$ cat src/rtl/pfd_tdc_pkg.sv
`default_nettype none
// +--------------------------------------------------------------------------+
// | pfd_tdc_pkg : shared types and helpers for the sampled PFD/TDC array     |
// | Rev 1.0                                                                  |
// +--------------------------------------------------------------------------+
package pfd_tdc_pkg;

  typedef enum logic [1:0] {
    IDLE     = 2'd0,
    LEAD_REF = 2'd1,
    LEAD_FB  = 2'd2
  } pfd_state_t;

  // Largest magnitude the phase counter may reach; the most-negative code is excluded.
  function automatic int sat_limit(input int width);
    return (1 << (width - 1)) - 1;
  endfunction

  function automatic int lock_cnt_w(input int lock_cnt);
    return (lock_cnt < 1) ? 1 : $clog2(lock_cnt + 1);
  endfunction

endpackage
`default_nettype wire

$ cat src/rtl/pfd_tdc_channel.sv
`default_nettype none
// +--------------------------------------------------------------------------+
// | pfd_tdc_channel : one synchronised PFD + time-to-digital counter channel |
// | Optional lock detector built when PFD_TDC_LOCK_DETECT_EN is defined.     |
// | Rev 1.0                                                                  |
// +--------------------------------------------------------------------------+
module pfd_tdc_channel
  import pfd_tdc_pkg::*;
#(
  parameter int CNT_W       = 8,
  parameter int SYNC_STAGES = 2,
  parameter int LOCK_TOL    = 2,
  parameter int LOCK_CNT    = 16
) (
  input  logic             clk1,
  input  logic             rst,
  input  logic             en,
  input  logic             ref_in,
  input  logic             fb_in,
  output logic             up,
  output logic             dn,
  output logic [CNT_W-1:0] err,
  output logic             err_valid,
  output logic             freq_flag,
  output logic             sat,
  output logic             lock
);

  localparam logic [CNT_W-1:0] c_cnt_max = CNT_W'(sat_limit(CNT_W));

  logic [SYNC_STAGES-1:0] r_ref_sync, r_fb_sync;
  logic                   r_ref_d1, r_fb_d1;
  logic                   w_ref_edge, w_fb_edge;

  pfd_state_t       r_state, w_state_nxt;
  logic [CNT_W-1:0] r_cnt, w_cnt_nxt, w_cnt_inc;
  logic [CNT_W-1:0] r_err, w_err_nxt;
  logic             r_err_valid, w_valid_nxt;
  logic             r_freq, w_freq_nxt;
  logic             r_sat, r_up, r_dn;

  always_ff @(posedge clk1 or posedge rst) begin
    if (rst) begin
      r_ref_sync <= '0;
      r_fb_sync  <= '0;
      r_ref_d1   <= 1'b0;
      r_fb_d1    <= 1'b0;
    end else begin
      r_ref_sync <= {r_ref_sync[SYNC_STAGES-2:0], ref_in};
      r_fb_sync  <= {r_fb_sync[SYNC_STAGES-2:0], fb_in};
      r_ref_d1   <= r_ref_sync[SYNC_STAGES-1];
      r_fb_d1    <= r_fb_sync[SYNC_STAGES-1];
    end
  end

  assign w_ref_edge = r_ref_sync[SYNC_STAGES-1] & ~r_ref_d1;
  assign w_fb_edge  = r_fb_sync[SYNC_STAGES-1] & ~r_fb_d1;
  assign w_cnt_inc  = (r_cnt == c_cnt_max) ? r_cnt : r_cnt + 1'b1;

  always_comb begin
    w_state_nxt = r_state;
    w_cnt_nxt   = r_cnt;
    w_err_nxt   = r_err;
    w_valid_nxt = 1'b0;
    w_freq_nxt  = 1'b0;
    if (!en) begin
      w_state_nxt = IDLE;
      w_cnt_nxt   = '0;
    end else begin
      unique case (r_state)
        IDLE: begin
          if (w_ref_edge && w_fb_edge) begin
            w_err_nxt   = '0;
            w_valid_nxt = 1'b1;
          end else if (w_ref_edge) begin
            w_state_nxt = LEAD_REF;
            w_cnt_nxt   = CNT_W'(1);
          end else if (w_fb_edge) begin
            w_state_nxt = LEAD_FB;
            w_cnt_nxt   = CNT_W'(1);
          end
        end
        LEAD_REF: begin
          // A coincident ref edge is swallowed: the lagging edge closes the window.
          if (w_fb_edge) begin
            w_err_nxt   = r_cnt;
            w_valid_nxt = 1'b1;
            w_state_nxt = IDLE;
            w_cnt_nxt   = '0;
          end else begin
            w_cnt_nxt  = w_cnt_inc;
            w_freq_nxt = w_ref_edge;
          end
        end
        LEAD_FB: begin
          if (w_ref_edge) begin
            w_err_nxt   = -r_cnt;
            w_valid_nxt = 1'b1;
            w_state_nxt = IDLE;
            w_cnt_nxt   = '0;
          end else begin
            w_cnt_nxt  = w_cnt_inc;
            w_freq_nxt = w_fb_edge;
          end
        end
        default: begin
          w_state_nxt = IDLE;
          w_cnt_nxt   = '0;
        end
      endcase
    end
  end

  always_ff @(posedge clk1 or posedge rst) begin
    if (rst) begin
      r_state     <= IDLE;
      r_cnt       <= '0;
      r_err       <= '0;
      r_err_valid <= 1'b0;
      r_freq      <= 1'b0;
      r_sat       <= 1'b0;
      r_up        <= 1'b0;
      r_dn        <= 1'b0;
    end else begin
      r_state     <= w_state_nxt;
      r_cnt       <= w_cnt_nxt;
      r_err       <= w_err_nxt;
      r_err_valid <= w_valid_nxt;
      r_freq      <= w_freq_nxt;
      r_sat       <= (w_state_nxt != IDLE) && (w_cnt_nxt == c_cnt_max);
      r_up        <= (w_state_nxt == LEAD_REF);
      r_dn        <= (w_state_nxt == LEAD_FB);
    end
  end

  assign up        = r_up;
  assign dn        = r_dn;
  assign err       = r_err;
  assign err_valid = r_err_valid;
  assign freq_flag = r_freq;
  assign sat       = r_sat;

`ifdef PFD_TDC_LOCK_DETECT_EN
  localparam int                c_lk_w   = lock_cnt_w(LOCK_CNT);
  localparam logic [c_lk_w-1:0] c_lk_max = c_lk_w'(LOCK_CNT);
  localparam logic [CNT_W-1:0]  c_tol    = CNT_W'(LOCK_TOL);

  logic [c_lk_w-1:0] r_lk_cnt;
  logic              r_lock;
  logic [CNT_W-1:0]  w_err_mag;
  logic              w_in_tol;

  assign w_err_mag = w_err_nxt[CNT_W-1] ? -w_err_nxt : w_err_nxt;
  assign w_in_tol  = (w_err_mag <= c_tol);

  // Updated from the next-state strobes so lock moves in the same cycle as err_valid.
  always_ff @(posedge clk1 or posedge rst) begin
    if (rst) begin
      r_lk_cnt <= '0;
      r_lock   <= 1'b0;
    end else if (w_freq_nxt || (w_valid_nxt && !w_in_tol)) begin
      r_lk_cnt <= '0;
      r_lock   <= 1'b0;
    end else if (w_valid_nxt) begin
      if (r_lk_cnt >= c_lk_max - 1'b1) begin
        r_lk_cnt <= c_lk_max;
        r_lock   <= 1'b1;
      end else begin
        r_lk_cnt <= r_lk_cnt + 1'b1;
      end
    end
  end

  assign lock = r_lock;
`else
  assign lock = 1'b0;
`endif

endmodule
`default_nettype wire

$ cat src/rtl/pfd_tdc_array.sv
`default_nettype none
// +--------------------------------------------------------------------------+
// | pfd_tdc_array : NCH independent sampled PFD/TDC channels, packed buses   |
// | Lock detector enabled by defining PFD_TDC_LOCK_DETECT_EN.                |
// | Rev 1.0                                                                  |
// +--------------------------------------------------------------------------+
module pfd_tdc_array
  import pfd_tdc_pkg::*;
#(
  parameter int NCH         = 1,
  parameter int CNT_W       = 8,
  parameter int SYNC_STAGES = 2,
  parameter int LOCK_TOL    = 2,
  parameter int LOCK_CNT    = 16
) (
  input  logic                 clk1,
  input  logic                 rst,
  input  logic                 en,
  input  logic [NCH-1:0]       ref_in,
  input  logic [NCH-1:0]       fb_in,
  output logic [NCH-1:0]       up,
  output logic [NCH-1:0]       dn,
  output logic [NCH*CNT_W-1:0] err,
  output logic [NCH-1:0]       err_valid,
  output logic [NCH-1:0]       freq_flag,
  output logic [NCH-1:0]       sat,
  output logic [NCH-1:0]       lock
);

  for (genvar i = 0; i < NCH; i++) begin : g_ch
    pfd_tdc_channel #(
      .CNT_W       (CNT_W),
      .SYNC_STAGES (SYNC_STAGES),
      .LOCK_TOL    (LOCK_TOL),
      .LOCK_CNT    (LOCK_CNT)
    ) u_ch (
      .clk1      (clk1),
      .rst       (rst),
      .en        (en),
      .ref_in    (ref_in[i]),
      .fb_in     (fb_in[i]),
      .up        (up[i]),
      .dn        (dn[i]),
      .err       (err[i*CNT_W +: CNT_W]),
      .err_valid (err_valid[i]),
      .freq_flag (freq_flag[i]),
      .sat       (sat[i]),
      .lock      (lock[i])
    );
  end

endmodule
`default_nettype wire

$ cat config.mk
export PLATFORM = sky130hd
export DESIGN_NAME = pfd_tdc_array
export DESIGN_NICKNAME = d
export VERILOG_FILES = /design/src/rtl/pfd_tdc_pkg.sv /design/src/rtl/pfd_tdc_channel.sv /design/src/rtl/pfd_tdc_array.sv
export SDC_FILE = /design/constraint.sdc
export NUM_CORES = 1
export LEC_CHECK = 0
export ABC_AREA = 1
export CAP_MARGIN = 0
export CORE_UTILIZATION = 45
export CTS_CLUSTER_SIZE = 8
export DETAILED_ROUTE_END_ITERATION = 16
export PLACE_DENSITY = 0.76
export SLEW_MARGIN = 15
export SYNTH_ARGS = -nofsm -noshare
export SYNTH_HDL_FRONTEND = slang
export SYNTH_SLANG_ARGS = --single-unit
$ cat constraint.sdc
create_clock -name clk1 -period 1.8 [get_ports clk1]
set_clock_uncertainty 0.05 [all_clocks]
set_input_delay 0.36 -clock clk1 [delete_from_list [all_inputs] [get_ports clk1]]
set_output_delay 0.36 -clock clk1 [all_outputs]
set_load 0.05 [all_outputs]
==> impl_metrics.csv, run 1 <==
group,metric,value,unit
cells_and_area,final_nets,267,
power,p_leak,0.00107,µW
grt,grt_max_degree,30,
yosys,syn_nets,239,
drt,totalWireLength,3.61,mm
cells_and_area,ff_latch_area,726,µm²
setup_path,crit_type,"register to register",
cts,path_clk_slew,0.06,ns
sta,slew_violations,0,
power,combinationalPowerShare,0.191,
cts,cts_resized,0,
place,portBuffers,17,
setup_path,arrival,1.82,ns
floorplanning,die_w,64.2,µm
power,ir_worst_vdd,0.466,mV
power,power,1470,µW
grt,globalRoute.totalOverflow,0,
setup_path,r2r_slack,0.15,ns
flow_run,max_cap_violations,0,
power,power.density,711,mW/mm²
drt,via_per_inst,5.12,
setup_path,worst-endpoint-required,1.97,ns
setup_path,critPathMaxStageDelay,0.42,ns
place,routabilityCongestion,0.865,
cts,cts_buffer_depth,2,
yosys,yosysWarnings,0,
floorplanning,die-area,0.00412,mm²
yosys,yosysUniqueCellTypes,29,
floorplanning,start_util,0.472,
cts,cts_buffers,5,
floorplanning,io_pins,19,
power,p_clk_frac,0.344,
setup_path,path_max_fanout,6,
setup_path,cp_cell_sequence,"inv_2, ha_1, buf_4, nand3_1, nand2_1, nand2_1, nor2_1, nand3_1, nor2_1",
drt,wire_per_inst,11.8,µm
drt,drt_iter0_drc,42,
power,p_int,1030,µW
cells_and_area,final_common_cell,"nand2_1",
power,switching_power,441,µW
cells_and_area,mostFrequentLayoutCells,"nand2_1 (53), inv_1 (30), dfrtp_1 (29)",
cells_and_area,layout-drive-gt1-share,0.233,
sta,hold_viol,0,
setup_path,crit_path_start_kind,"register",
setup_path,critPathSlowestCell,"dfrtp_1",
sta,setup_viol,0,
cells_and_area,fillers,370,
cells_and_area,instances_no_fill,305,
cts,h-tree-depth,2,
power,pwr-share-seq,0.465,
place,dp.cells,296,
cts,postCtsSetupRepairBufs,0,
drt,via_count,1563,
sta,period_needed,1.65,ns
worst_hold_path,min_path_type,"register to register",
place,hpwl,2.73,mm
grt,grt_pass1_wl,6.09,mm
power,switching_share,0.299,
floorplanning,die_h,64.2,µm
setup_path,end_kind,"register",
yosys,ys_seq_area_frac,0.417,
grt,grt_usage,0.198,
cts,clkLatencyLatePin,0.28,ns
cts,cts_hold_buf,0,
floorplanning,fp-row-count,22,
floorplanning,core,0.00369,mm²
yosys,synthCells,228,
yosys,netlist_area,0.00174,mm²
cells_and_area,area_growth,19.0,%
cells_and_area,diodes,0,
drt,drc_errors,0,
yosys,avgSynthCellArea,7.64,µm²
drt,ant_nets,0,
yosys,ys_seq_elements,29,
cts,cts_tree,"built",
sta,grt_setup_unrepaired,"false",
drt,firstDrtPassIters,4,
cts,clockRootBuffer,"clkbuf_8",
grt,grt_pass1_vias,1420,
cts,clock_sinks,29,
sta,timing.fmax,606,MHz
sta,period_share,0.917,
outcome,outcome,"finished clean",
cells_and_area,multiInputGateArea,852,µm²
grt,antenna_found_initial,0,
==> sequential cells by signal, summed over array words and instances (netlist names) <==
register,flops
g_ch.u_ch.r_fb_sync,2
g_ch.u_ch.r_cnt,8
g_ch.u_ch.err,8
g_ch.u_ch.r_ref_sync,2
g_ch.u_ch.sat,1
g_ch.u_ch.r_state,2
g_ch.u_ch.dn,1
g_ch.u_ch.up,1
g_ch.u_ch.freq_flag,1
g_ch.u_ch.r_fb_d1,1
g_ch.u_ch.err_valid,1
g_ch.u_ch.r_ref_d1,1
==> power groups by stage <==
stage,registers [µW],clock network [µW],logic [µW]
floorplan,720,0,174
global placement,695,0,267
detailed placement,696,0,269
CTS,684,527,270
global route,686,559,313
finish,684,507,282
==> metal layers <==
layer,wire length (µm),share of wire,up-vias,track usage
met5,0,0,-,0
met4,144,0.040,0,0.139
met3,201,0.056,18,0.0500
met2,1570,0.44,56,0.287
met1,1690,0.47,705,0.256
li1,-,-,784,-
==> final timing paths <==
path | startpoint | to | depth (start not counted)
worst max register to register | g_ch[0].u_ch.r_state[0] | g_ch[0].u_ch.sat | 9
max in group asynchronous | rst | g_ch[0].u_ch.r_cnt[2] | 3
min in group asynchronous | rst | g_ch[0].u_ch.err[4] | 3
worst max-delay path | g_ch[0].u_ch.r_state[0] | g_ch[0].u_ch.sat | 9
worst min-delay path | g_ch[0].u_ch.r_fb_sync[0] | g_ch[0].u_ch.r_fb_sync[1] | 0
worst min register to register | g_ch[0].u_ch.r_fb_sync[0] | g_ch[0].u_ch.r_fb_sync[1] | 0
==> through the flow <==
stage / TNS, ns / area, µm² / utilization / hold slack [ns] / worst slack [ns]
6_report: 0 / 2070 / 0.562 / 0.296 / 0.149
3_3_place_gp: -0.0481 / 1960 / 0.531 / 0.285 / -0.0287
5_1_grt: 0 / 2070 / 0.562 / 0.315 / 0.00882
4_1_cts: 0 / 2040 / 0.554 / 0.298 / 0.0533
3_5_place_dp: -0.274 / 1960 / 0.531 / 0.285 / -0.0944
2_1_floorplan: 0 / 1740 / - / 0.281 / 0.146
==> critical path, delay by kind of cell, from the launching register on <==
| kind | cells | cell delay [ns] |
|---|---|---|
| and+or+nand+nor | 6 | 0.56 |
| DFF | 1 | 0.42 |
| buffers and inverters | 2 | 0.29 |
| adders and majority gates | 1 | 0.27 |
==> synth_stat cells, drive strengths merged <==
cell type   n  area (µm²)
a21oi       5        25.0
o21ai      16        83.8
a22oi       2        15.0
inv        39         146
nand3      25         135
conb        1        3.75
a22o        2        17.5
ha          6        75.1
nand4       3        18.8
clkbuf      1        13.8
o31ai       1        7.51
dfrtp      29         726
nand2      61         246
a32oi       2        17.5
buf         5        33.8
nor3        2        20.0
o22ai       3        18.8
nor2       25         138
==> cell families (layout without fill, tap and decap cells) <==
| kind of cell | Yosys count | count (layout) | share of synthesized area |
|---|---|---|---|
| and+or+nand+nor | 116 | 117 | 0.320 |
| buffers and inverters | 45 | 73 | 0.111 |
| AOI/OAI and AO/OA | 31 | 31 | 0.106 |
| DFF | 29 | 29 | 0.417 |
| adders and majority gates | 6 | 6 | 0.0431 |
| other | 1 | 1 | 0.00215 |
==> layout make-up <==
| type | count | area share |
|---|---|---|
| repair buffers | 26 | 0.0990 |
| flip-flops and latches | 29 | 0.350 |
| inverters | 39 | 0.0707 |
| well taps | 48 | 0.0290 |
| clock buffers | 6 | 0.0350 |
| clock inverters | 2 | 0.00483 |
| multi-input cells | 155 | 0.411 |
(Power assumes the default switching activity.)
==> run 2, diff against run 1 <==
--- a/config.mk
+++ b/config.mk
@@ -8,6 +8,7 @@
 export ABC_AREA = 1
 export CAP_MARGIN = 0
 export CORE_UTILIZATION = 45
+export CTS_CLUSTER_DIAMETER = 60
 export CTS_CLUSTER_SIZE = 8
 export DETAILED_ROUTE_END_ITERATION = 16
 export PLACE_DENSITY = 0.76
==> results of run 2 <==
The final DEF is identical to that of run 1; final timing and power are the same.
